[config.mk]
export PLATFORM = sky130hd
export DESIGN_NAME = debug_unit
export DESIGN_NICKNAME = d
export VERILOG_FILES = /design/src/rtl/debug_unit_pkg.sv /design/src/rtl/debug_unit_word_serializer.sv /design/src/rtl/debug_unit.sv
export SDC_FILE = /design/constraint.sdc
export NUM_CORES = 1
export LEC_CHECK = 0
export ABC_AREA = 0
export ABC_CLOCK_PERIOD_IN_PS = 4350
export BUFFER_PORTS_ARGS = -buffer_cell sky130_fd_sc_hd__buf_2
export CORE_MARGIN = 2
export CORE_UTILIZATION = 58
export CTS_BUF_LIST = sky130_fd_sc_hd__clkbuf_2 sky130_fd_sc_hd__clkbuf_4 sky130_fd_sc_hd__clkbuf_8
export CTS_CLUSTER_SIZE = 10
export DETAILED_ROUTE_END_ITERATION = 16
export GPL_ROUTABILITY_DRIVEN = 0
export PLACE_DENSITY = 0.88
export SYNTH_ARGS = -nofsm -noshare
export SYNTH_HDL_FRONTEND = slang
export SYNTH_SLANG_ARGS = --single-unit
[constraint.sdc]
create_clock -name i_clk -period 4.35 [get_ports i_clk]
set_input_delay 0.2175 -clock i_clk [delete_from_list [all_inputs] [get_ports i_clk]]
set_output_delay 0.2175 -clock i_clk [all_outputs]
set_load 0.1 [all_outputs]
[src/rtl/debug_unit_pkg.sv]
// Shared constants and types for the debug unit: command bytes, the HALT word,
// FSM state encodings and the word/byte/address counts used by the dump.
package debug_unit_pkg;

  localparam int unsigned WORD_W = 32;
  localparam int unsigned BYTE_W = 8;

  localparam logic [7:0]  CMD_LOAD  = 8'h4C;
  localparam logic [7:0]  CMD_RUN   = 8'h43;
  localparam logic [7:0]  CMD_STEP  = 8'h53;
  localparam logic [31:0] HALT_WORD = 32'hFFFF_FFFF;

  // Byte index of the last byte in a word, and last register/memory address.
  localparam logic [1:0] LAST_BYTE_IDX = 2'd3;
  localparam logic [4:0] LAST_ADDR     = 5'd31;

  typedef enum logic [2:0] {
    ST_IDLE       = 3'd0,
    ST_LOAD       = 3'd1,
    ST_RUN        = 3'd2,
    ST_STEP       = 3'd3,
    ST_DUMP_ADDR  = 3'd4,
    ST_DUMP_LATCH = 3'd5,
    ST_DUMP_SEND  = 3'd6,
    ST_DUMP_WAIT  = 3'd7
  } state_t;

  typedef enum logic [1:0] {
    SRC_PC  = 2'd0,
    SRC_REG = 2'd1,
    SRC_MEM = 2'd2
  } dump_src_t;

endpackage

[src/rtl/debug_unit_word_serializer.sv]
// Splits a latched 32-bit word into bytes, MSB first; each send request
// emits one byte with a single-cycle tx_start pulse.
module word_serializer
  import debug_unit_pkg::*;
(
  input  logic              clk,
  input  logic              reset,
  input  logic              load,
  input  logic [WORD_W-1:0] word,
  input  logic              send,
  output logic [BYTE_W-1:0] tx_data,
  output logic              tx_start,
  output logic              word_done
);

  logic [WORD_W-1:0] shift_r;
  logic [1:0]        cnt_r;
  logic              done_r;
  logic [BYTE_W-1:0] tx_data_r;
  logic              tx_start_r;

  // Word latch, byte shifter and registered transmit handshake
  always_ff @(posedge clk) begin
    if (reset) begin
      shift_r    <= {WORD_W{1'b0}};
      cnt_r      <= 2'd0;
      done_r     <= 1'b0;
      tx_data_r  <= {BYTE_W{1'b0}};
      tx_start_r <= 1'b0;
    end else begin
      tx_start_r <= 1'b0;
      if (load) begin
        shift_r <= word;
        cnt_r   <= 2'd0;
        done_r  <= 1'b0;
      end else if (send) begin
        tx_data_r  <= shift_r[WORD_W-1 -: BYTE_W];
        shift_r    <= {shift_r[WORD_W-BYTE_W-1:0], {BYTE_W{1'b0}}};
        tx_start_r <= 1'b1;
        cnt_r      <= cnt_r + 2'd1;
        done_r     <= (cnt_r == LAST_BYTE_IDX);
      end
    end
  end

  assign tx_data   = tx_data_r;
  assign tx_start  = tx_start_r;
  assign word_done = done_r;

endmodule

[src/rtl/debug_unit.sv]
// Debug controller: loads program words from a serial link, runs or steps the
// pipeline, then dumps PC, 32 registers and 32 memory words over the link.
module debug_unit
  import debug_unit_pkg::*;
#(
  parameter int INST_SZ = 32,
  parameter int PC_SZ   = 32,
  parameter int REG_SZ  = 5,
  parameter int BYTE_SZ = 8
) (
  input  logic               i_clk,
  input  logic               i_reset,
  input  logic [BYTE_SZ-1:0] i_rx_data,
  input  logic               i_rx_done,
  input  logic               i_tx_done,
  input  logic [PC_SZ-1:0]   i_pc,
  input  logic [INST_SZ-1:0] i_reg_data,
  input  logic [INST_SZ-1:0] i_mem_data,
  input  logic               i_halt,
  output logic [BYTE_SZ-1:0] o_tx_data,
  output logic               o_tx_start,
  output logic [INST_SZ-1:0] o_instruction,
  output logic               o_write,
  output logic               o_enable,
  output logic [REG_SZ-1:0]  o_debug_addr,
  output logic               o_busy
);

  state_t             state_r, state_s;
  dump_src_t          src_r, src_s;
  logic [1:0]         byte_cnt_r, byte_cnt_s;
  logic [INST_SZ-1:0] asm_r, asm_s;
  logic [INST_SZ-1:0] instr_r, instr_s;
  logic               write_r, write_s;
  logic               enable_r, enable_s;
  logic [REG_SZ-1:0]  addr_r, addr_s;
  logic               busy_r;
  logic               load_s, send_s;
  logic               word_done_s;
  logic [INST_SZ-1:0] dump_word_s;

  // Source selection for the word being latched into the serializer
  always_comb begin
    dump_word_s = i_pc;
    case (src_r)
      SRC_PC:  dump_word_s = i_pc;
      SRC_REG: dump_word_s = i_reg_data;
      SRC_MEM: dump_word_s = i_mem_data;
      default: dump_word_s = i_pc;
    endcase
  end

  // Next-state and next-output logic
  always_comb begin
    state_s    = state_r;
    src_s      = src_r;
    byte_cnt_s = byte_cnt_r;
    asm_s      = asm_r;
    instr_s    = instr_r;
    write_s    = 1'b0;
    enable_s   = 1'b0;
    addr_s     = addr_r;
    load_s     = 1'b0;
    send_s     = 1'b0;
    case (state_r)
      ST_IDLE: begin
        if (i_rx_done) begin
          case (i_rx_data)
            CMD_LOAD: state_s = ST_LOAD;
            CMD_RUN, CMD_STEP: begin
              if (i_halt) begin
                state_s = ST_DUMP_ADDR;
                src_s   = SRC_PC;
                addr_s  = 5'd0;
              end else begin
                state_s  = (i_rx_data == CMD_RUN) ? ST_RUN : ST_STEP;
                enable_s = 1'b1;
              end
            end
            default: state_s = ST_IDLE;
          endcase
        end else begin
          state_s = ST_IDLE;
        end
      end
      ST_LOAD: begin
        // Leave one cycle after the HALT word has been written.
        if (write_r && (instr_r == HALT_WORD)) begin
          state_s = ST_IDLE;
        end else if (i_rx_done) begin
          asm_s      = {asm_r[INST_SZ-BYTE_SZ-1:0], i_rx_data};
          byte_cnt_s = byte_cnt_r + 2'd1;
          if (byte_cnt_r == LAST_BYTE_IDX) begin
            instr_s = {asm_r[INST_SZ-BYTE_SZ-1:0], i_rx_data};
            write_s = 1'b1;
          end else begin
            write_s = 1'b0;
          end
        end else begin
          state_s = ST_LOAD;
        end
      end
      ST_RUN: begin
        if (i_halt) begin
          state_s = ST_DUMP_ADDR;
          src_s   = SRC_PC;
          addr_s  = 5'd0;
        end else begin
          enable_s = 1'b1;
        end
      end
      ST_STEP: begin
        state_s = ST_DUMP_ADDR;
        src_s   = SRC_PC;
        addr_s  = 5'd0;
      end
      ST_DUMP_ADDR:  state_s = ST_DUMP_LATCH;
      ST_DUMP_LATCH: begin
        load_s  = 1'b1;
        state_s = ST_DUMP_SEND;
      end
      ST_DUMP_SEND: begin
        send_s  = 1'b1;
        state_s = ST_DUMP_WAIT;
      end
      ST_DUMP_WAIT: begin
        if (i_tx_done) begin
          if (!word_done_s) begin
            state_s = ST_DUMP_SEND;
          end else begin
            // Address wraps 31 -> 0 on the register-to-memory switch.
            case (src_r)
              SRC_PC: begin
                src_s   = SRC_REG;
                addr_s  = 5'd0;
                state_s = ST_DUMP_ADDR;
              end
              SRC_REG: begin
                if (addr_r == LAST_ADDR) begin
                  src_s = SRC_MEM;
                end else begin
                  src_s = SRC_REG;
                end
                addr_s  = addr_r + 5'd1;
                state_s = ST_DUMP_ADDR;
              end
              SRC_MEM: begin
                addr_s  = addr_r + 5'd1;
                state_s = (addr_r == LAST_ADDR) ? ST_IDLE : ST_DUMP_ADDR;
              end
              default: state_s = ST_IDLE;
            endcase
          end
        end else begin
          state_s = ST_DUMP_WAIT;
        end
      end
      default: state_s = ST_IDLE;
    endcase
  end

  // State register and registered outputs
  always_ff @(posedge i_clk) begin
    if (i_reset) begin
      state_r    <= ST_IDLE;
      src_r      <= SRC_PC;
      byte_cnt_r <= 2'd0;
      asm_r      <= {INST_SZ{1'b0}};
      instr_r    <= {INST_SZ{1'b0}};
      write_r    <= 1'b0;
      enable_r   <= 1'b0;
      addr_r     <= {REG_SZ{1'b0}};
      busy_r     <= 1'b0;
    end else begin
      state_r    <= state_s;
      src_r      <= src_s;
      byte_cnt_r <= byte_cnt_s;
      asm_r      <= asm_s;
      instr_r    <= instr_s;
      write_r    <= write_s;
      enable_r   <= enable_s;
      addr_r     <= addr_s;
      busy_r     <= (state_s != ST_IDLE);
    end
  end

  word_serializer u_serializer (
    .clk       (i_clk),
    .reset     (i_reset),
    .load      (load_s),
    .word      (dump_word_s),
    .send      (send_s),
    .tx_data   (o_tx_data),
    .tx_start  (o_tx_start),
    .word_done (word_done_s)
  );

  assign o_instruction = instr_r;
  assign o_write       = write_r;
  assign o_enable      = enable_r;
  assign o_debug_addr  = addr_r;
  assign o_busy        = busy_r;

endmodule

==> impl_metrics.toml, run 1 <==
[power_and_ir_drop]
p_per_area_nw_per_um2 = 325.3
p_leak_nw = 2.538
ir_drop_v = 0.0002254

[timing]
timing.clock.skew_ns = 0.01543
max_freq_mhz = 402.5
setup_tns_ns = 0
rel_slew_slack_pct = 17.93
finalMaxSlewViolations = 0
hold_viol_final = 0
worst_slew_pin_slew_ns = 1.231
unrepaired_setup_endpoints_after_global_routing = "no"
timing.hold.ws_ns = 0.08103
min_period_over_period_pct = 57.12
fin_crit_ns = 2.485
timing.final.setup_violations = 0

[route]
wl_mm = 14.45
detail_route.first_pass.iterations = 5
drcViolationCount = 0
route.detailed.vias_per_inst = 6.099
vias = 5471
post_drt_wl_per_cell_um = 16.10
drt_iter0_drc = 341
final_antenna_net_count = 0

[critical_path]
critPathMaxStageDelay_ns = 0.62
crit-reg2reg-launch = "o_instruction[23]"
crit_end = "asm_r[2]"
critical_path_cell_count = 5
end_kind = "register"
cp.buffers_inverters = 0
critPathRequiredTime_ns = 4.67
worst_path_max_delay_cell = "sky130_fd_sc_hd__and2_1"
reg_to_reg_endpoint = "asm_r[2]"
cp-startpoint = "o_instruction[23]"
path_cells = "nand4_1, nor4_4, nand4_4, and2_1, a31o_2"
setup.reg_to_reg.worst_slack_ns = 1.87
cp.arrival_ns = 2.80
critical_path.max_fanout = 36
criticalPathCategory = "reg -> reg"
reg2reg_depth = 5
crit_path_start_kind = "register"
worst_path_dominant_cell_family = "simple AND/OR/NAND/NOR gates"

[die]
placementRows = 35
die_area_um2 = 10010
die_height_um = 100.0
starting_utilization_of_the_core_area_pct = 58.74
floorplan_core_area_um2 = 9109
horizontal_extent_of_the_die_um = 100.0
floorplan.io_pins = 158

[placement]
post_dp_cell_area_um2 = 6081
place_hpwl_mm = 9.920
numPortBuffers = 157

[synthesis]
synth_top_cell_by_area = "sky130_fd_sc_hd__dfxtp_1"
syn-num-nets = 768
synth.avg_cell_area_um2 = 8.218
synth_cell_types = 47
synth_enable_flop_cells = 0
asr_flop_ratio_synth_pct = 0
synthesis.yosys.warnings = 0
netlist_instances = 651
synth_flop_cell = "sky130_fd_sc_hd__dfxtp_1"
ys_seq_elements = 115
cell_types_occupying_the_most_area_after_synthesis = "sky130_fd_sc_hd__dfxtp_1, sky130_fd_sc_hd__nand2_1, sky130_fd_sc_hd__a21oi_1"
synthDominantCellAreaShare_pct = 43.03
synth_area_um2 = 5350
synth-seq-area-share_pct = 43.03

[finish]
design.final.nets = 890
stdcell_area_um2 = 6474
multi_input_comb_area_um2 = 2768
syn2layout_area_growth_pct = 21.00
seq_area_um2 = 2302
post_route_cells_drive_above_1_share_pct = 28.24
antenna-diode-count = 0
final.fill_count = 714

[global_routing]
grt_pass1_wl_mm = 22.85
global_route.usage.total_pct = 28.34
pin_count_of_the_biggest_net_entering_global_routing = 81
number_of_antenna_violations_at_the_first_check_in_global_routing = 0
remaining_overflow_grt = 0
first_global_vias = 4972

[clock_tree]
cts_post_setup_buffers_inserted = 0
tritoncts_clock_tree = "yes"
numCtsBuffers = 17
cts_resizes = 0
root_buffer = "sky130_fd_sc_hd__clkbuf_8"
cts.reportedPaths.clkPinSlew_ns = 0.08
clockBufferDepth = 2
cts.htree.levels = 4
worstSkewPairLatency_ns = 0.43
clock_sink_count = 115
hold_buf_cts = 0

[outcome]
run_status = "finished, final reports clean"

[flow_run]
cap_violations = 0

[worst_hold_path]
worst_hold_path_type = "in -> reg"
how the worst min path moves through the flow:
stage | startpoint | end | slack (ns) | cells past startpoint
2_1_floorplan | i_rx_data[7] | asm_r[7] | 0.35 | 1
3_3_place_gp | u_serializer.shift_r[24] | u_serializer.tx_data[0] | 0.44 | 2
3_5_place_dp | u_serializer.shift_r[24] | u_serializer.tx_data[0] | 0.45 | 2
4_1_cts | i_rx_data[5] | asm_r[5] | 0.06 | 2
5_1_grt | i_rx_data[7] | asm_r[7] | 0.08 | 2
6_report | i_rx_data[5] | asm_r[5] | 0.08 | 2
sequential cells by signal, indices dropped and copies added, names as in the netlist:
name and flops:
u_serializer.shift_r 32, o_busy 1, byte_cnt_r 2, o_debug_addr 5
u_serializer.tx_data 8, u_serializer.cnt_r 2, state_r 3, o_write 1
o_instruction 32, asm_r 24, src_r 2, u_serializer.word_done 1
o_enable 1, u_serializer.tx_start 1
Yosys cell counts, drive strengths merged (4+ instances only):
cell and number:
inv 9, a311oi 24, a21oi 52, nand3 31, dfxtp 115, nand2 100, nand4 10, mux2i 21
buf 15, ha 8, a221oi 9, nor2 57, and3 4, a211oi 25, nor3 27, a31o 18
clkbuf 46, a22oi 24, o21ai 26
worst register-to-register path: stages, from the launching register on:
cell and delay [ns]:
sky130_fd_sc_hd__dfxtp_1 0.38, sky130_fd_sc_hd__nand4_1 0.16, sky130_fd_sc_hd__nor4_4 0.36, sky130_fd_sc_hd__nand4_4 0.48, sky130_fd_sc_hd__and2_1 0.63, sky130_fd_sc_hd__a31o_2 0.36
per-stage QoR:
stage / setup slack [ns] / power, mW / instances / util (%)
after floorplan: 1.770 / 1.105 / 651 / -
after global placement: 2.012 / 1.161 / 865 / 66.76
after detailed placement: 1.944 / 1.164 / 865 / 66.76
after CTS: 1.909 / 2.110 / 897 / 71.07
after global routing: 1.686 / 2.169 / 897 / 71.07
final: 1.865 / 2.106 / 897 / 71.07
layout by cell type, fill, tap and decap left out, types with 17 or more instances in the layout:
cell type / netlist / layout
sky130_fd_sc_hd__buf_2: 12 / 157
sky130_fd_sc_hd__a21oi_1: 52 / 52
sky130_fd_sc_hd__dfxtp_1: 115 / 115
sky130_fd_sc_hd__mux2i_1: 21 / 21
sky130_fd_sc_hd__o21ai_0: 23 / 23
sky130_fd_sc_hd__a311oi_1: 24 / 24
sky130_fd_sc_hd__a211oi_1: 25 / 25
sky130_fd_sc_hd__clkbuf_8: 0 / 18
sky130_fd_sc_hd__nand3_1: 31 / 30
sky130_fd_sc_hd__nor2_1: 57 / 56
sky130_fd_sc_hd__nor3_1: 26 / 26
sky130_fd_sc_hd__a22oi_1: 24 / 24
sky130_fd_sc_hd__nand2_1: 99 / 99
sky130_fd_sc_hd__a31o_2: 17 / 17
routing by layer:
metal / share of wire (%) / vias to the layer above / routed length, um / global-route usage (%)
li1: - / 2629 / - / -
met1: 41 / 2550 / 5931 / 36.73
met2: 49 / 266 / 7089 / 45.69
met3: 7.9 / 26 / 1146 / 7.173
met4: 1.9 / 0 / 278 / 10.96
met5: 0 / - / 0 / 0
cell type report:
cell class,instances,share of cell area [%]
tap,111,2.145
clock buffer,18,3.827
timing repair buffer,164,12.95
sequential,115,35.56
multi-input combinational,466,42.75
clock inverter,14,2.242
inverter,9,0.5218
cell families after synthesis:
logic type | synth area share, %
AOI/OAI and AO/OA | 24.27
xor gates and xnor gates | 0.1637
adders and majority gates | 1.871
buffers and inverters | 5.379
DFF | 43.03
muxes | 3.929
and+or+nand+nor | 21.35
where the power goes:
group	total (mW)	internal, mW	switching (mW)
combinational	0.0877	0.0414	0.0463
clock	0.965	0.484	0.481
sequential	1.05	1.05	0.000919
(Power assumes the default switching activity.)
==> run 2, diff against run 1 <==
Settings changed: ABC_AREA 0 to 1, ABC_CLOCK_PERIOD_IN_PS 4350 to 2000, CORE_UTILIZATION 58 to 50, PLACE_DENSITY 0.88 to 0.79.
Clock period 4.35 ns to 2 ns, I/O delays scaled along.
==> run 2 against run 1 <==
  * Area after synthesis increased by 13%
  * Non-clock buffer count is 23 higher
  * Worst hold slack worse by 0.060 ns
  * Global-route usage shrank 3.6 points
  * Clock-buffer cell count grew 2
  * Register-to-register slack worse by 1.6 ns
  * Sequential power rose by 120%
  * Maximum frequency grew 42%
  * Synthesized cell count grew 41%
  * Clock skew fell by 0.0060 ns
  * Cell area is 14% higher
  * Largest cell class unchanged
==> impl_metrics.toml, run 2 <==
[critical_path]
reg2reg_depth = 6
criticalPathCategory = "reg -> reg"
crit_path_start_kind = "register"
critPathMaxStageDelay_ns = 0.51
path_cells = "inv_1, ha_2, buf_12, o21ai_1, a31o_1, a21oi_1"
setup.reg_to_reg.worst_slack_ns = 0.25
critPathRequiredTime_ns = 2.35
crit-reg2reg-launch = "src_r[0]"
reg_to_reg_endpoint = "u_serializer.shift_r[30]"
cp.arrival_ns = 2.10
critical_path.max_fanout = 54
end_kind = "register"
worst_path_max_delay_cell = "sky130_fd_sc_hd__ha_2"

[timing]
min_period_over_period_pct = 87.29
max_freq_mhz = 572.8
timing.final.setup_violations = 0
worst_slew_pin_slew_ns = 0.5177
unrepaired_setup_endpoints_after_global_routing = "no"
timing.hold.ws_ns = 0.02113
finalMaxSlewViolations = 0
setup_tns_ns = 0
rel_slew_slack_pct = 65.73
fin_crit_ns = 1.746
timing.clock.skew_ns = 0.009432
hold_viol_final = 0

[global_routing]
grt_pass1_wl_mm = 25.96
number_of_antenna_violations_at_the_first_check_in_global_routing = 0
first_global_vias = 5786
global_route.usage.total_pct = 24.74
pin_count_of_the_biggest_net_entering_global_routing = 55
remaining_overflow_grt = 0

[worst_hold_path]
worst_hold_path.num_cells = 3
worst_hold_path_type = "in -> reg"
hold_start = "i_pc[15]"
worst_hold_path.endpoint = "u_serializer.shift_r[15]"

[synthesis]
synth-seq-area-share_pct = 38.20
synthesis.yosys.warnings = 0
synth_cell_types = 26
synth_area_um2 = 6027
synth_top_cell_by_area = "sky130_fd_sc_hd__dfxtp_1"
synth.avg_cell_area_um2 = 6.544
netlist_instances = 921
asr_flop_ratio_synth_pct = 0
ys_seq_elements = 115
top_count_cell_post_synth = "sky130_fd_sc_hd__nand2_1"
synth_enable_flop_cells = 0
ys_top_cells_by_count = "sky130_fd_sc_hd__nand2_1, sky130_fd_sc_hd__dfxtp_1, sky130_fd_sc_hd__inv_1"
synthDominantCellAreaShare_pct = 38.20
cell_types_occupying_the_most_area_after_synthesis = "sky130_fd_sc_hd__dfxtp_1, sky130_fd_sc_hd__nand2_1, sky130_fd_sc_hd__inv_1"
syn-num-nets = 1038
synth_flop_cell = "sky130_fd_sc_hd__dfxtp_1"

[clock_tree]
tritoncts_clock_tree = "yes"
numCtsBuffers = 17
worstSkewPairLatency_ns = 0.42
root_buffer = "sky130_fd_sc_hd__clkbuf_8"
cts.htree.levels = 4
clock_sink_count = 115
clockBufferDepth = 2
cts.reportedPaths.clkPinSlew_ns = 0.07

[outcome]
run_status = "finished, final reports clean"

[finish]
count_of_placed_standard_cells_in_the_final_layout_fillers_left_out = 1224
antenna-diode-count = 0
final.fill_count = 1107
final_cell_mix = "sky130_fd_sc_hd__nand2_1, sky130_fd_sc_hd__buf_2, sky130_fd_sc_hd__inv_1, sky130_fd_sc_hd__nor2_1, sky130_fd_sc_hd__dfxtp_1"
fin_util_pct = 62.06
design.final.nets = 1183
syn2layout_area_growth_pct = 22.65
mostFrequentLayoutCell = "sky130_fd_sc_hd__nand2_1"
post_route_cells_drive_above_1_share_pct = 26.65

[die]
die_area_um2 = 12950
starting_utilization_of_the_core_area_pct = 50.60
horizontal_extent_of_the_die_um = 113.8
floorplan_core_area_um2 = 11910
placementRows = 40
die_height_um = 113.8
floorplan.io_pins = 158

[power_and_ir_drop]
finalPower_mw = 4.995
ir_drop_v = 0.0003627
p_per_area_nw_per_um2 = 675.8
p_leak_nw = 3.371

[placement]
place_hpwl_mm = 11.24
numPortBuffers = 157
dp.cells = 1187

[route]
route.detailed.vias_per_inst = 5.104
final_antenna_net_count = 0
drcViolationCount = 0
vias = 6247
wl_mm = 15.63
post_drt_wl_per_cell_um = 12.77
detail_route.first_pass.iterations = 7
drt_iter0_drc = 385

[flow_run]
cap_violations = 0
## run 2: routing by layer
layer  vias to the layer above  track usage (%)  share of wire, %
li1                       3231                -                 -
met1                      2781            31.12                44
met2                       213            42.51                48
met3                        22            5.420               6.3
met4                         0            7.724               1.4
met5                         -                0                 0
## run 2: timing repair
action                    in CTS  in global routing
resized for setup              0                  0
buffers inserted               0                  0
hold endpoints to repair       7                  0
hold buffers                   7                  0
## run 2: cell families (layout without fill, tap and decap cells)
kind of cell	count (synthesis)	in the layout	share of synthesized area [%]
buffers and inverters	201	357	13.81
adders and majority gates	8	8	1.661
DFF	115	115	38.20
AOI/OAI and AO/OA	172	172	16.11
and+or+nand+nor	425	425	30.23
## run 2: final cells by class
type / count / area [um2] / area share (%)
clock buffer: 20 / 275.3 / 3.724
clock inverter: 10 / 132.6 / 1.794
inverter: 140 / 525.5 / 7.109
multi-input combinational: 605 / 2895 / 39.17
sequential: 115 / 2338 / 31.64
tap: 147 / 183.9 / 2.488
timing repair buffer: 187 / 1041 / 14.08
## run 2: per-stage QoR
stage,setup slack (ns),cell area (um2)
2_1_floorplan,0.002548,6063
3_3_place_gp,0.2952,6914
3_5_place_dp,0.2618,6914
4_1_cts,0.2594,7392
5_1_grt,0.09971,7392
6_report,0.2542,7392
## run 2: power by group
group / internal, mW / leakage, nW / switching (mW)
Clock: 1.31 / 0.202 / 0.914
Sequential: 2.31 / 0.942 / 0.0107
Combinational: 0.171 / 2.23 / 0.280
Total: 3.79 / 3.37 / 1.20
## run 2: worst max-delay path by stage
stage	from	endpoint	slack [ns]	cells past startpoint
floorplan	o_instruction[16]	o_instruction[2]	0.003	8
global placement	src_r[0]	u_serializer.shift_r[25]	0.30	6
detailed placement	src_r[0]	u_serializer.shift_r[11]	0.26	6
CTS	src_r[0]	u_serializer.shift_r[11]	0.26	6
global route	state_r[0]	u_serializer.shift_r[1]	0.1	6
finish	src_r[0]	u_serializer.shift_r[30]	0.25	6
## run 2: worst max-delay path: cells and delay by family, from the launching register on
family,cells,cell delay (ns)
adder cells (fa/ha/maj),1,0.51
AO/OA/AOI/OAI,3,0.43
flip-flops,1,0.36
buffers and inverters,2,0.35
